`src/rtl/cpu16_pkg.sv`:
```
// cpu16_pkg: shared opcode, ALUOp, mux-select and control-state definitions for the 16-bit CPU.
package cpu16_pkg;
    localparam logic [3:0] OP_RTYPE = 4'h0;
    localparam logic [3:0] OP_LW    = 4'h1;
    localparam logic [3:0] OP_SW    = 4'h2;
    localparam logic [3:0] OP_BEQ   = 4'h3;
    localparam logic [3:0] OP_ADDI  = 4'h4;
    localparam logic [3:0] OP_SLTI  = 4'h5;
    localparam logic [3:0] OP_J     = 4'h6;

    localparam logic [1:0] ALUOP_FUNC = 2'b00;
    localparam logic [1:0] ALUOP_SUB  = 2'b01;
    localparam logic [1:0] ALUOP_SLT  = 2'b10;
    localparam logic [1:0] ALUOP_ADD  = 2'b11;

    localparam logic [1:0] SRCB_B      = 2'b00;
    localparam logic [1:0] SRCB_INC    = 2'b01;
    localparam logic [1:0] SRCB_IMM    = 2'b10;
    localparam logic [1:0] SRCB_IMM_SH = 2'b11;

    localparam logic [1:0] PCSRC_ALU    = 2'b00;
    localparam logic [1:0] PCSRC_ALUOUT = 2'b01;
    localparam logic [1:0] PCSRC_JUMP   = 2'b10;

    typedef enum logic [3:0] {
        S_IDLE, S_FETCH, S_DECODE, S_EXEC_R, S_R_WB, S_MEM_ADDR, S_MEM_RD,
        S_MEM_WB, S_MEM_WR, S_EXEC_I, S_I_WB, S_BRANCH, S_JUMP, S_ILLEGAL
    } state_t;
endpackage

```
`src/rtl/main_control_decode.sv`:
```
// main_control_decode: combinational state-to-control-signal decode for the main control FSM.
module main_control_decode
    import cpu16_pkg::*;
#(
    parameter logic [1:0] PC_INC_SEL = 2'b01
) (
    input  state_t     i_state,
    input  logic [3:0] i_opcode,
    input  logic       i_mem_ready,
    output logic       o_ir_write,
    output logic       o_pc_write,
    output logic       o_pc_write_cond,
    output logic [1:0] o_pc_src,
    output logic       o_iord,
    output logic       o_mem_read,
    output logic       o_mem_write,
    output logic       o_mem_to_reg,
    output logic       o_reg_write,
    output logic       o_reg_dst,
    output logic       o_alu_src_a,
    output logic [1:0] o_alu_src_b,
    output logic [1:0] o_alu_op,
    output logic       o_illegal,
    output logic       o_instr_done
);
    always_comb begin
        o_ir_write      = 1'b0;
        o_pc_write      = 1'b0;
        o_pc_write_cond = 1'b0;
        o_pc_src        = PCSRC_ALU;
        o_iord          = 1'b0;
        o_mem_read      = 1'b0;
        o_mem_write     = 1'b0;
        o_mem_to_reg    = 1'b0;
        o_reg_write     = 1'b0;
        o_reg_dst       = 1'b0;
        o_alu_src_a     = 1'b0;
        o_alu_src_b     = SRCB_B;
        o_alu_op        = ALUOP_FUNC;
        o_illegal       = 1'b0;
        o_instr_done    = 1'b0;
        case (i_state)
            S_FETCH: begin
                o_mem_read  = 1'b1;
                o_alu_src_b = PC_INC_SEL;
                o_alu_op    = ALUOP_ADD;
                o_ir_write  = i_mem_ready;
                o_pc_write  = i_mem_ready;
            end
            S_DECODE: begin
                o_alu_src_b = SRCB_IMM_SH;
                o_alu_op    = ALUOP_ADD;
            end
            S_EXEC_R: o_alu_src_a = 1'b1;
            S_R_WB: begin
                o_reg_dst    = 1'b1;
                o_reg_write  = 1'b1;
                o_instr_done = 1'b1;
            end
            S_MEM_ADDR: begin
                o_alu_src_a = 1'b1;
                o_alu_src_b = SRCB_IMM;
                o_alu_op    = ALUOP_ADD;
            end
            S_MEM_RD: begin
                o_mem_read = 1'b1;
                o_iord     = 1'b1;
            end
            S_MEM_WB: begin
                o_mem_to_reg = 1'b1;
                o_reg_write  = 1'b1;
                o_instr_done = 1'b1;
            end
            S_MEM_WR: begin
                o_mem_write  = 1'b1;
                o_iord       = 1'b1;
                o_instr_done = i_mem_ready;
            end
            S_EXEC_I: begin
                o_alu_src_a = 1'b1;
                o_alu_src_b = SRCB_IMM;
                o_alu_op    = (i_opcode == OP_SLTI) ? ALUOP_SLT : ALUOP_ADD;
            end
            S_I_WB: begin
                o_reg_write  = 1'b1;
                o_instr_done = 1'b1;
            end
            S_BRANCH: begin
                o_alu_src_a     = 1'b1;
                o_alu_op        = ALUOP_SUB;
                o_pc_write_cond = 1'b1;
                o_pc_src        = PCSRC_ALUOUT;
                o_instr_done    = 1'b1;
            end
            S_JUMP: begin
                o_pc_write   = 1'b1;
                o_pc_src     = PCSRC_JUMP;
                o_instr_done = 1'b1;
            end
            S_ILLEGAL: begin
                o_illegal    = 1'b1;
                o_instr_done = 1'b1;
            end
            default: ;
        endcase
    end
endmodule

```
`src/rtl/main_control_fsm.sv`:
```
// main_control_fsm: multi-cycle main control unit; holds the state register and next-state logic.
module main_control_fsm
    import cpu16_pkg::*;
#(
    parameter logic [1:0] PC_INC_SEL = 2'b01
) (
    input  logic       clk,
    input  logic       rst_n,
    input  logic [3:0] opcode,
    input  logic       mem_ready,
    output logic       ir_write,
    output logic       pc_write,
    output logic       pc_write_cond,
    output logic [1:0] pc_src,
    output logic       iord,
    output logic       mem_read,
    output logic       mem_write,
    output logic       mem_to_reg,
    output logic       reg_write,
    output logic       reg_dst,
    output logic       alu_src_a,
    output logic [1:0] alu_src_b,
    output logic [1:0] alu_op,
    output logic       illegal,
    output logic       instr_done
);
    state_t r_state;
    state_t w_next;

    always_ff @(posedge clk or negedge rst_n) begin
        if (!rst_n) r_state <= S_IDLE;
        else        r_state <= w_next;
    end

    // Encodings outside the enumeration fall through to IDLE.
    always_comb begin
        w_next = S_IDLE;
        case (r_state)
            S_IDLE:     w_next = S_FETCH;
            S_FETCH:    w_next = mem_ready ? S_DECODE : S_FETCH;
            S_DECODE: begin
                case (opcode)
                    OP_RTYPE:       w_next = S_EXEC_R;
                    OP_LW, OP_SW:   w_next = S_MEM_ADDR;
                    OP_ADDI, OP_SLTI: w_next = S_EXEC_I;
                    OP_BEQ:         w_next = S_BRANCH;
                    OP_J:           w_next = S_JUMP;
                    default:        w_next = S_ILLEGAL;
                endcase
            end
            S_EXEC_R:   w_next = S_R_WB;
            S_MEM_ADDR: w_next = (opcode == OP_LW) ? S_MEM_RD : S_MEM_WR;
            S_MEM_RD:   w_next = mem_ready ? S_MEM_WB : S_MEM_RD;
            S_MEM_WR:   w_next = mem_ready ? S_FETCH : S_MEM_WR;
            S_EXEC_I:   w_next = S_I_WB;
            S_R_WB, S_MEM_WB, S_I_WB, S_BRANCH, S_JUMP, S_ILLEGAL: w_next = S_FETCH;
            default:    w_next = S_IDLE;
        endcase
    end

    main_control_decode #(.PC_INC_SEL(PC_INC_SEL)) u_decode (
        .i_state        (r_state),
        .i_opcode       (opcode),
        .i_mem_ready    (mem_ready),
        .o_ir_write     (ir_write),
        .o_pc_write     (pc_write),
        .o_pc_write_cond(pc_write_cond),
        .o_pc_src       (pc_src),
        .o_iord         (iord),
        .o_mem_read     (mem_read),
        .o_mem_write    (mem_write),
        .o_mem_to_reg   (mem_to_reg),
        .o_reg_write    (reg_write),
        .o_reg_dst      (reg_dst),
        .o_alu_src_a    (alu_src_a),
        .o_alu_src_b    (alu_src_b),
        .o_alu_op       (alu_op),
        .o_illegal      (illegal),
        .o_instr_done   (instr_done)
    );
endmodule
```
`config.mk`:
```
export PLATFORM = sky130hd
export DESIGN_NAME = main_control_fsm
export DESIGN_NICKNAME = d
export VERILOG_FILES = /design/src/rtl/cpu16_pkg.sv /design/src/rtl/main_control_decode.sv /design/src/rtl/main_control_fsm.sv
export SDC_FILE = /design/constraint.sdc
export NUM_CORES = 1
export LEC_CHECK = 0
export BUFFER_PORTS_ARGS = -buffer_cell sky130_fd_sc_hd__buf_2
export CORE_MARGIN = 2
export CORE_UTILIZATION = 30
export CTS_CLUSTER_SIZE = 28
export DETAILED_ROUTE_END_ITERATION = 6
export GPL_ROUTABILITY_DRIVEN = 0
export PLACE_DENSITY = 0.65
export REMOVE_ABC_BUFFERS = 1
export SETUP_SLACK_MARGIN = 0.5
export SYNTH_ARGS = -nofsm -noshare
export SYNTH_HDL_FRONTEND = slang
export SYNTH_SLANG_ARGS = --single-unit
```
`constraint.sdc`:
```
create_clock -name clk -period 2.16 [get_ports clk]
set_input_delay 0.216 -clock clk [delete_from_list [all_inputs] [get_ports clk]]
set_output_delay 0.216 -clock clk [all_outputs]
set_load 0.005 [all_outputs]
```
==> results list <==
- Classification of the worst-slack hold path: primary input to async pin
* Slew Viols, Final: 0
- Placed instance count: 132
- dfrtp_1 takes more of the synthesized area than any other cell.
* WL per Instance: 13.0 um
* Xor/xnor cell area share of the yosys netlist: 0.0594
- Largest registers: r_state x4
- Dividing the detail-routed via count by the number of cells gives 5.07.
* Share of synthesized area spent on multiplexers: 0.0191
- Max-cap violations in this run came to 0.
* Sort of element at the end of the critical path: output pin
* Final-report hold violation count: 0
- Of the synthesized area, sequential elements account for 0.170.
- The register with the most flip-flops in the layout has 4 of them.
* Largest net degree at the start of global routing: 21
* Sum of negative setup slack: 0 ps
- For this run, global-route usage on met2 was measured as 0.264.
* Post-Synth Adder-Cell Area: 0
* Share of the cycle needed by the critical path after routing: 0.800
- Met3 usage: 0.0648
- Logic pwr share: 0.807
* Data arrival time of the critical path: 1510 ps
- Initial antenna violation count: 0
- Max transition margin: 0.806
- Power share of the clock group: 0.076
- Combinational family with the most area after synthesis: simple AND/OR/NAND/NOR gates
- Post-layout worst setup margin: 432 ps
- Among all flip-flop cells after synthesis, the most frequent one is dfrtp_1.
- Post-DP HPWL: 1240 um
- Clock skew on the completed layout was measured at 2.93 ps.
- Counting the buffers created by CTS gives 3.
* Clock tree from TritonCTS: yes
- At the pin with the least slew margin, the transition time is 290 ps.
- In the synthesized netlist the async set-or-reset flop fraction comes to 1.00.
- Number of cells produced by synthesis: 83
* Setup crit start kind: flop
* FF+latch count, synth: 4
- Pwr/cell area: 1330 nW/um^2
* Data required time at the worst endpoint: 1940 ps
- Synth cell count leaders: nand2_1, nor2_1, nor2b_1
- r_state holds more flip-flops than any other register.
- The tree is rooted in a clkbuf_4.
- YS warnings: 0
* Shortest clock period the worst path allows after layout: 1730 ps
* Switching part of the total: 0.437
- Die Area: 2330 um^2
- The analysis attributes to net switching a power of 0.554 mW.
- After clock tree synthesis, the clock-pin slew on the worst setup and hold paths is 40 ps.
- Vertical extent of the die: 48.3 um
- Core utilization of the finished layout: 0.500
- In this run the number of H-tree levels came out at 1.
- Floorplan Core Area: 1900 um^2
- Final setup violation count: 0
- Aggregate global-route resource usage: 0.162
* Count of input and output buffers: 24
- RSZ-0062 raised after global routing: yes
- The number of global-route vias before repair came to 641.
- Summing internal, switching and leakage power gives 1.27 mW.
- Along the worst path, the maximum fanout reaches 4.
- Clock sink total: 4
* Wire length of the first global-routing pass: 3010 um
- IR analysis of the VDD net gives a maximum drop of 663 uV.
* Type of the worst setup path: flop to output pin
- For this block, the routed nets add up to 1900 um of wire.
- Fraction of power consumed by sequential logic: 0.118
* Simple-gate share of the synthesized area: 0.459
- Counting the fill cells in the layout gives 187.
- Fraction of final layout cells with drive strength greater than 1: 0.475
- Final cell count without fillers: 147
- The first detailed-routing pass ran for 4 iterations.
* Achievable Freq: 579 MHz
- Relative to the synthesized area, the layout overhead comes to 61.4%.
- Worst Setup Slack post-DPL: 453 ps
- Internal: 0.713 mW
- DRC violation total after the first TritonRoute iteration: 16
- Measured along the x axis, the die boundary spans 48.3 um.
* Top cells by area in the synthesized netlist: dfrtp_1, nand2_1, nor2b_1, nor2_1, nor3_1
- After global routing, the most crowded layer is met2.
- In the global route stage, met1 resource usage came out at 0.211.
- Overall via count from detail_route: 745
- The synthesized-area fraction occupied by ao, oa, aoi and oai cells is 0.240.
* Leakage power total: 0.451 nW
- Of the post-synthesis cell area, the dominant cell type holds 0.170.
- Pin placement for this block handled 25 I/O pins.
* Post-Syn Area per Cell: 7.10 um^2
- In this run the cell area of the synthesized design comes to 589 um^2.
- Clock latency on the worst-skew pair, taken at its later pin, is 240 ps.
* Remaining antenna violation count after routing: 0
* Outcome: finished clean
* Remaining global-route overflow: 0
- In the routed design, unresolved DRC markers number 0.
- Final layout net count: 129
- Most frequent cell after synthesis: nand2_1
* Count of flip-flops with a built-in enable after synthesis: 0
- For this configuration, the core starts out at a cell density of 0.310.
- Site Rows: 16
- Counting distinct cell types in the post-synthesis netlist gives 36.
- The repair_antennas step left the layout with diodes totalling 0.
- In this run the deepest clock path goes through 2 buffers.
metrics by stage:
step	hold WS [ps]	cell area (um^2)
after floorplan	-79.6	562
after global placement	26.3	753
after detailed placement	27.8	753
after CTS	312	840
after global routing	316	951
final	311	951
power groups by stage:
stage	logic [mW]	registers, mW	clock network [mW]
finish	1.02	0.149	0.0957
global route	1.11	0.155	0.105
CTS	0.845	0.140	0.0975
detailed placement	0.754	0.142	0
global placement	0.741	0.137	0
floorplan	0.378	0.213	0
cell type report:
cell class | count | area, um^2 | area share
Clock buffer | 3 | 22.5 | 0.0237
Inverter | 1 | 3.75 | 0.00395
Multi-Input combinational cell | 71 | 498 | 0.524
Sequential cell | 4 | 103 | 0.108
Tap cell | 27 | 33.8 | 0.0355
Timing Repair Buffer | 41 | 290 | 0.305
routing by layer:
layer | wire [um] | up-vias | part of all wire
met2 | 937 | 27 | 0.49
li1 | - | 375 | -
met3 | 120 | 0 | 0.063
met4 | 0 | 0 | 0
met1 | 846 | 343 | 0.44
met5 | 0 | - | 0
timing repair:
| item | CTS | global route |
|---|---|---|
| gates resized for setup | 10 | 10 |
| cloned | 0 | 1 |
| hold endpoints to repair | 4 | 0 |
| endpoints found under the setup margin | 11 | 11 |
| hold buffers | 1 | 0 |
| pin swaps | 5 | 2 |
| setup buffers | 3 | 7 |
path summary, 6_finish.rpt:
| check | end | start | slack [ps] | cells past startpoint |
|---|---|---|---|---|
| max in group asynchronous | r_state[3] | rst_n | 1710 | 2 |
| min in group clk | r_state[2] | opcode[1] | 380 | 3 |
| setup reg to reg | r_state[1] | r_state[1] | 530 | 4 |
| hold / removal | r_state[1] | rst_n | 310 | 2 |
| hold reg to reg | r_state[2] | r_state[3] | 510 | 1 |
| setup / recovery | alu_op[0] | r_state[1] | 430 | 4 |
layout by cell type, fill, tap and decap left out, drive strengths merged, types with 2 or more instances in the layout:
cell	count
a31oi	2
o21ai	5
nor3	5
clkbuf	4
nor2	9
buf	39
nor2b	6
o21a	2
a21oi	3
xnor2	2
a21o	2
dfrtp	4
nand2b	3
nand2	10
xor2	2
o211ai	2
worst max-delay path, cell delays in order (launching register included):
cell,delay (ps)
dfrtp_1,410
or4bb_1,500
nor3b_2,160
o21ai_1,70
buf_2,130
kinds of logic after synthesis:
logic type | count (synthesis)
xor gates and xnor gates | 4
and+or+nand+nor | 45
AOI/OAI and AO/OA | 21
buffers and inverters | 8
DFF | 4
muxes | 1
Power figures use the tool's default switching activity.
